**src/rtl/axi_read_arbiter.sv**
```systemverilog
// rtl/axi_read_arbiter.sv - 2-master to 1-slave AXI read arbiter, one burst outstanding at a time.
// Define ARB_FIXED_PRIO_EN to give M0 fixed priority instead of round-robin.
module axi_read_arbiter #(
  parameter  int ID_W   = 4,
  parameter  int ADDR_W = 32,
  parameter  int LEN_W  = 4,
  parameter  int DATA_W = 32,
  localparam int ABW    = ID_W + ADDR_W + LEN_W + 5,
  localparam int SW     = ABW + 4
) (
  input  logic              clk,
  input  logic              rst,
  input  logic [ABW-1:0]    AR_M0,
  input  logic              ARVALID_M0,
  output logic              ARREADY_M0,
  input  logic [ABW-1:0]    AR_M1,
  input  logic              ARVALID_M1,
  output logic              ARREADY_M1,
  output logic [ID_W-1:0]   RID_M,
  output logic [DATA_W-1:0] RDATA_M,
  output logic [1:0]        RRESP_M,
  output logic              RLAST_M,
  output logic              RVALID_M0,
  output logic              RVALID_M1,
  input  logic              RREADY_M0,
  input  logic              RREADY_M1,
  output logic [SW-1:0]     AR_S,
  output logic              ARVALID_S,
  input  logic              ARREADY_S,
  input  logic [ID_W+3:0]   RID_S,
  input  logic [DATA_W-1:0] RDATA_S,
  input  logic [1:0]        RRESP_S,
  input  logic              RLAST_S,
  input  logic              RVALID_S,
  output logic              RREADY_S
);

  typedef enum logic [1:0] {IDLE = 2'd0, ADDR = 2'd1, DATA = 2'd2} state_t;

  state_t        state_q, state_d;
  logic          gnt_q, gnt_d;
  logic [SW-1:0] ar_s_q, ar_s_d;
  logic          req_any;
  logic          win;
  logic          rready_sel;
  logic          unused_rid_hi;

  assign req_any = ARVALID_M0 | ARVALID_M1;

`ifdef ARB_FIXED_PRIO_EN
  assign win = ~ARVALID_M0;
`else
  logic last_gnt_q, last_gnt_d;
  // Tie goes to whoever was not granted last; reset value 1 lets M0 win first.
  assign win = (ARVALID_M0 & ARVALID_M1) ? ~last_gnt_q : ARVALID_M1;
`endif

  assign rready_sel    = gnt_q ? RREADY_M1 : RREADY_M0;
  assign RID_M         = RID_S[ID_W-1:0];
  assign RDATA_M       = RDATA_S;
  assign RRESP_M       = RRESP_S;
  assign RLAST_M       = RLAST_S;
  assign AR_S          = ar_s_q;
  assign unused_rid_hi = ^RID_S[ID_W+3:ID_W];

  always_comb begin
    state_d    = state_q;
    gnt_d      = gnt_q;
    ar_s_d     = ar_s_q;
`ifndef ARB_FIXED_PRIO_EN
    last_gnt_d = last_gnt_q;
`endif
    ARREADY_M0 = 1'b0;
    ARREADY_M1 = 1'b0;
    ARVALID_S  = 1'b0;
    RVALID_M0  = 1'b0;
    RVALID_M1  = 1'b0;
    RREADY_S   = 1'b0;
    case (state_q)
      IDLE: begin
        // rst gating keeps ARREADY low while reset is held, even with requests pending.
        if (req_any && rst) begin
          ARREADY_M0 = ~win;
          ARREADY_M1 = win;
          gnt_d      = win;
`ifndef ARB_FIXED_PRIO_EN
          last_gnt_d = win;
`endif
          ar_s_d     = {3'b000, win, (win ? AR_M1 : AR_M0)};
          state_d    = ADDR;
        end
      end
      ADDR: begin
        ARVALID_S = 1'b1;
        if (ARREADY_S) state_d = DATA;
      end
      DATA: begin
        RVALID_M0 = RVALID_S & ~gnt_q;
        RVALID_M1 = RVALID_S & gnt_q;
        RREADY_S  = rready_sel;
        if (RVALID_S && rready_sel && RLAST_S) state_d = IDLE;
      end
      default: state_d = IDLE;
    endcase
  end

  always_ff @(posedge clk or negedge rst) begin
    if (!rst) begin
      state_q    <= IDLE;
      gnt_q      <= 1'b0;
      ar_s_q     <= '0;
`ifndef ARB_FIXED_PRIO_EN
      last_gnt_q <= 1'b1;
`endif
    end else begin
      state_q    <= state_d;
      gnt_q      <= gnt_d;
      ar_s_q     <= ar_s_d;
`ifndef ARB_FIXED_PRIO_EN
      last_gnt_q <= last_gnt_d;
`endif
    end
  end

endmodule

```
**config.mk**
```make
export PLATFORM = sky130hd
export DESIGN_NAME = axi_read_arbiter
export DESIGN_NICKNAME = d
export VERILOG_FILES = /design/src/rtl/axi_read_arbiter.sv
export SDC_FILE = /design/constraint.sdc
export NUM_CORES = 1
export LEC_CHECK = 0
export CAP_MARGIN = 10
export CORE_UTILIZATION = 33
export CTS_CLUSTER_DIAMETER = 60
export CTS_CLUSTER_SIZE = 25
export DETAILED_ROUTE_END_ITERATION = 8
export GPL_ROUTABILITY_DRIVEN = 0
export PLACE_DENSITY = 0.81
export SYNTH_ARGS = -nofsm -noshare
export SYNTH_HDL_FRONTEND = slang
export SYNTH_SLANG_ARGS = --single-unit
```
**constraint.sdc**
```tcl
create_clock -name clk -period 2.3 [get_ports clk]
set_input_delay 0.575 -clock clk [delete_from_list [all_inputs] [get_ports clk]]
set_output_delay 0.575 -clock clk [all_outputs]
set_load 0.02 [all_outputs]
```
# After elaboration in Yosys (flattened, before gate mapping)
# Index checks and enable logic that the tools add are counted.
# totals
reg_bits	50
latch_bits	0
ram_bits	0
mem_bits_ro	0
inputBits	141
output_inout_bits	94
word_cells	37
mem_count	0
# classes
addsub	0
mul	0
div_mod_pow	0
order_cmp	0
n_eq_ne	5
n_shift	0
mux	15
n_bitwise	7
reduce_logical	6
# op_table
operator	n
45-bit two-way mux	1
1-bit two-way mux	10
2-bit two-way mux	3
2-bit inequality test, second input constant	3
2-bit one-hot mux with 3 select lines	1
1-bit bitwise AND	3
1-bit logical AND	3
1-bit NOT	3
3-bit AND reduction	1
2-bit by 1-bit equality test with 1-bit output, second input constant	1
2-bit equality test, second input constant	1
2-bit logical NOT	1
2-bit AND reduction	1
1-bit bitwise OR	1

# Depth between registers and ports, before layout
# depth
word_depth	5
depth_mapped	5
mapped_depth_nobuf	3

# Worst setup path before layout
# No wires, ideal clock.
# synth_path
path_type	input to output
start	input port rst
end	output port ARREADY_M0
arrival_ns	1.517
required_time_ns	1.725
setup_slack_ns	0.208
cell_stages	4
path_buffers	2
cell_sequence	or3b_1 -> buf_6 -> buf_8 -> nor3b_4
# synth_between
elab_chain_cells	3
# synth_rtl
element	line_no	text
start, declared	12	input logic rst,
1-bit logical AND	82	if (req_any && rst) begin
1-bit two-way mux	82	
1-bit two-way mux	79	case (state_q)
end, declared	15	output logic ARREADY_M0,
# Every way passes these cells.

# Worst setup path in the final report
# layout_path
start	input port RLAST_S
end	output port RLAST_M
# layout_rtl
element	line_no	text
start, declared	33	input logic RLAST_S,
end, declared	22	output logic RLAST_M,
# No word-level cell between the ends.

==> results.yml <==
power_and_ir_drop:
  seqPwrFrac_pct: 32.3
  pwr-share-clk_pct: 10.9
  power.leakage_nw: 1.75
  switching_power_w: 0.00187
  intPower_w: 0.00281
  swShare_pct: 40.0
  powerDensity_nw_per_um2: 1100
  vdd_drop_max_mv: 0.729
  combPwrFrac_pct: 56.7
synthesis:
  synthTopCellsByArea: "dfrtp_1 42%, a221o_1 16%, nor3_2 13%"
  synth_fa_ha_area_share_pct: 0
  async_reset_ff_share_pct: 100
  synth-edff-count: 0
  synth_top_family_by_area: "simple AND/OR/NAND/NOR gates"
  synth_simple_gate_area_share_pct: 23.5
  synth.ff_latch_count: 49
  synth_top_area_cell: "dfrtp_1"
  ys_seq_area_share_pct: 42.4
  yosys_warnings: 0
  muxShareOfSynthArea_pct: 0.346
  synth_area_per_cell_um2: 10.5
  ys.flop_type: "dfrtp_1"
  syn_inst: 276
  netlist.area_leader.share_pct: 41.5
  synth_xor_area_share_pct: 0
  synth.distinct_cells: 23
  synth.cell_area_um2: 2890
  synth_compound_area_share_pct: 16.6
sta:
  fmax_mhz: 446
  setup_slack_ns: 0.0557
  tightestPinTransition_ns: 0.751
  setup_violations: 0
  slew-limit-headroom_pct: 49.9
  skew_ns: 0.00475
  worst_hold_slack_ns: 0.475
  min_period_ns: 2.24
  fin_crit_sh_pct: 97.6
  rsz0062_at_grt: "no"
  hold_viol: 0
  slew_viol_final: 0
floorplanning:
  die_y_um: 95.6
  num_rows: 33
  coreArea_um2: 8340
  ios: 235
  start_util_pct: 34.7
  die-area_um2: 9140
  die_width_um: 95.6
critical_path:
  slowest_delay_ns: 0.61
  worst-path-buf-inv: 2
  required_ns: 1.73
  crit_path_frequent_cell: "clkdlybuf4s50_1"
  crit_fanout: 2
  arrival_ns: 1.67
  crit_path_end_kind: "primary output"
  critPathLaunchType: "primary input"
  critical_path_class: "primary input to primary output"
  critPathTopFamily: "buffers and inverters"
  path_cells: "clkdlybuf4s50_1, clkdlybuf4s50_1"
  slowest_stage: "clkdlybuf4s50_1"
route:
  routed_wl_um: 8320
  dr.pass1.iters: 5
  viasPerCell: 5.12
  vias: 2500
  drc: 0
  first_iter_violations: 82
  ant_nets: 0
  routedWlPerCell_um: 17.0
finish:
  seq_area_um2: 1230
  multi_input_area_um2: 1200
  area_growth_pct: 47.4
  fillerInstances: 762
  post-route-cell-area_um2: 4260
  layout-drive-gt1-share_pct: 18.5
  antenna_cells: 0
  layout.nets: 523
clock_network:
  cts_hold_buf: 0
  clk_pin_slew_ns: 0.09
  clock-sinks: 49
  clk_latency_ns: 0.30
  cts_made_buffers: 5
  tritoncts: "yes"
  cts_max_path_buffers: 2
  root_buffer: "clkbuf_8"
  cts_setup_buffers: 0
  h-tree-depth: 2
global_route:
  grt_overflow: 0
  grt_pass1_vias: 2536
  antenna_found_initial: 0
  grt_max_degree: 50
  grt_pass1_wl_um: 12900
  track_usage_pct: 18.3
worst_hold_path:
  min_path_type: "primary input to async pin"
place:
  placed_area_um2: 4180
  place_worst_setup_slack_ns: -0.378
  dp_hpwl_um: 5600
  numPortBuffers: 151
flow_run:
  cap_violations: 0
status:
  outcome: "complete, no violations"
cells by family (layout without fill, tap and decap cells):
logic type	count (synthesis)	count (layout)
flip-flops	49	49
multiplexers	1	1
buffers and inverters	72	177
AO/OA/AOI/OAI	51	51
AND/OR/NAND/NOR	102	102
other	1	3
power by group through the flow:
stage	Clock, W	Combinational, W	Sequential, W
after floorplan	0	0.00113	0.00196
after CTS	0.000539	0.00269	0.00151
after global placement	0	0.00266	0.00151
after detailed placement	0	0.00269	0.00152
final	0.000512	0.00266	0.00151
after global routing	0.000572	0.00283	0.00156
cell usage after synthesis, types with 2 or more instances:
library cell,n
dfrtp_1,48
nand2_1,47
nor2b_1,3
nor3_1,6
o21ai_0,3
clkbuf_1,6
buf_6,4
buf_4,43
a221o_1,45
inv_1,4
nor3_2,39
a21oi_1,2
and3_1,3
buf_2,14
flip-flops by register name, indices dropped and copies added (netlist names):
name	cells
AR_S	45
gnt_q	1
last_gnt_q	1
state_q	2
repair_timing:
action	4_1_cts	5_1_grt
hold endpoints to repair	0	0
setup endpoints to repair	5	6
gates resized for setup	9	3
pin swaps	0	0
per-stage QoR:
stage	power [W]	instances	TNS, ns	util (%)
floorplan	0.00309	278	0	-
global placement	0.00417	480	-8.78	50.1
detailed placement	0.00421	480	-10.58	50.1
CTS	0.00475	488	0	51.1
global route	0.00496	488	0	51.1
finish	0.00468	488	0	51.1
path summary, 6_finish.rpt:
kind / from / endpoint / slack, ns / cells after the start
worst max-delay path: RLAST_S / RLAST_M / 0.06 / 2
max in group asynchronous: rst / AR_S[29] / 1.38 / 3
worst max register to register: state_q[1] / AR_S[21] / 0.51 / 4
worst min-delay path: rst / AR_S[13] / 0.48 / 3
worst min register to register: last_gnt_q / last_gnt_q / 0.49 / 2
min in group clk: last_gnt_q / last_gnt_q / 0.49 / 2
layer usage:
| metal | vias up | routed length [um] | global-route usage [%] |
|---|---|---|---|
| met4 | 0 | 113 | 5.22 |
| li1 | 1162 | - | - |
| met5 | - | 0 | 0 |
| met1 | 1215 | 3480 | 22.8 |
| met2 | 106 | 4070 | 31.2 |
| met3 | 17 | 649 | 4.39 |
placed cells by master, fill, tap and decap left out, drive strengths merged:
| master | n |
|---|---|
| a21oi | 2 |
| and3 | 3 |
| clkinvlp | 2 |
| nand2b | 1 |
| clkbuf | 7 |
| dlymetal6s2s | 1 |
| o21ai | 4 |
| conb | 3 |
| mux2i | 1 |
| a221o | 45 |
| inv | 4 |
| nor3 | 45 |
| or3b | 1 |
| dfrtp | 48 |
| dfstp | 1 |
| nor2b | 3 |
| nor3b | 2 |
| dlygate4sd2 | 3 |
| clkdlybuf4s50 | 143 |
| nand2 | 47 |
| buf | 17 |
layout make-up:
cell class / count / area share [%]
clock inverters: 2 / 0.352
multi-input cells: 157 / 28.2
well taps: 105 / 3.08
inverters: 4 / 0.352
clock buffers: 6 / 1.70
repair buffers: 165 / 37.5
flip-flops and latches: 49 / 28.8
Note: power is estimated with default switching activity, not from simulation.
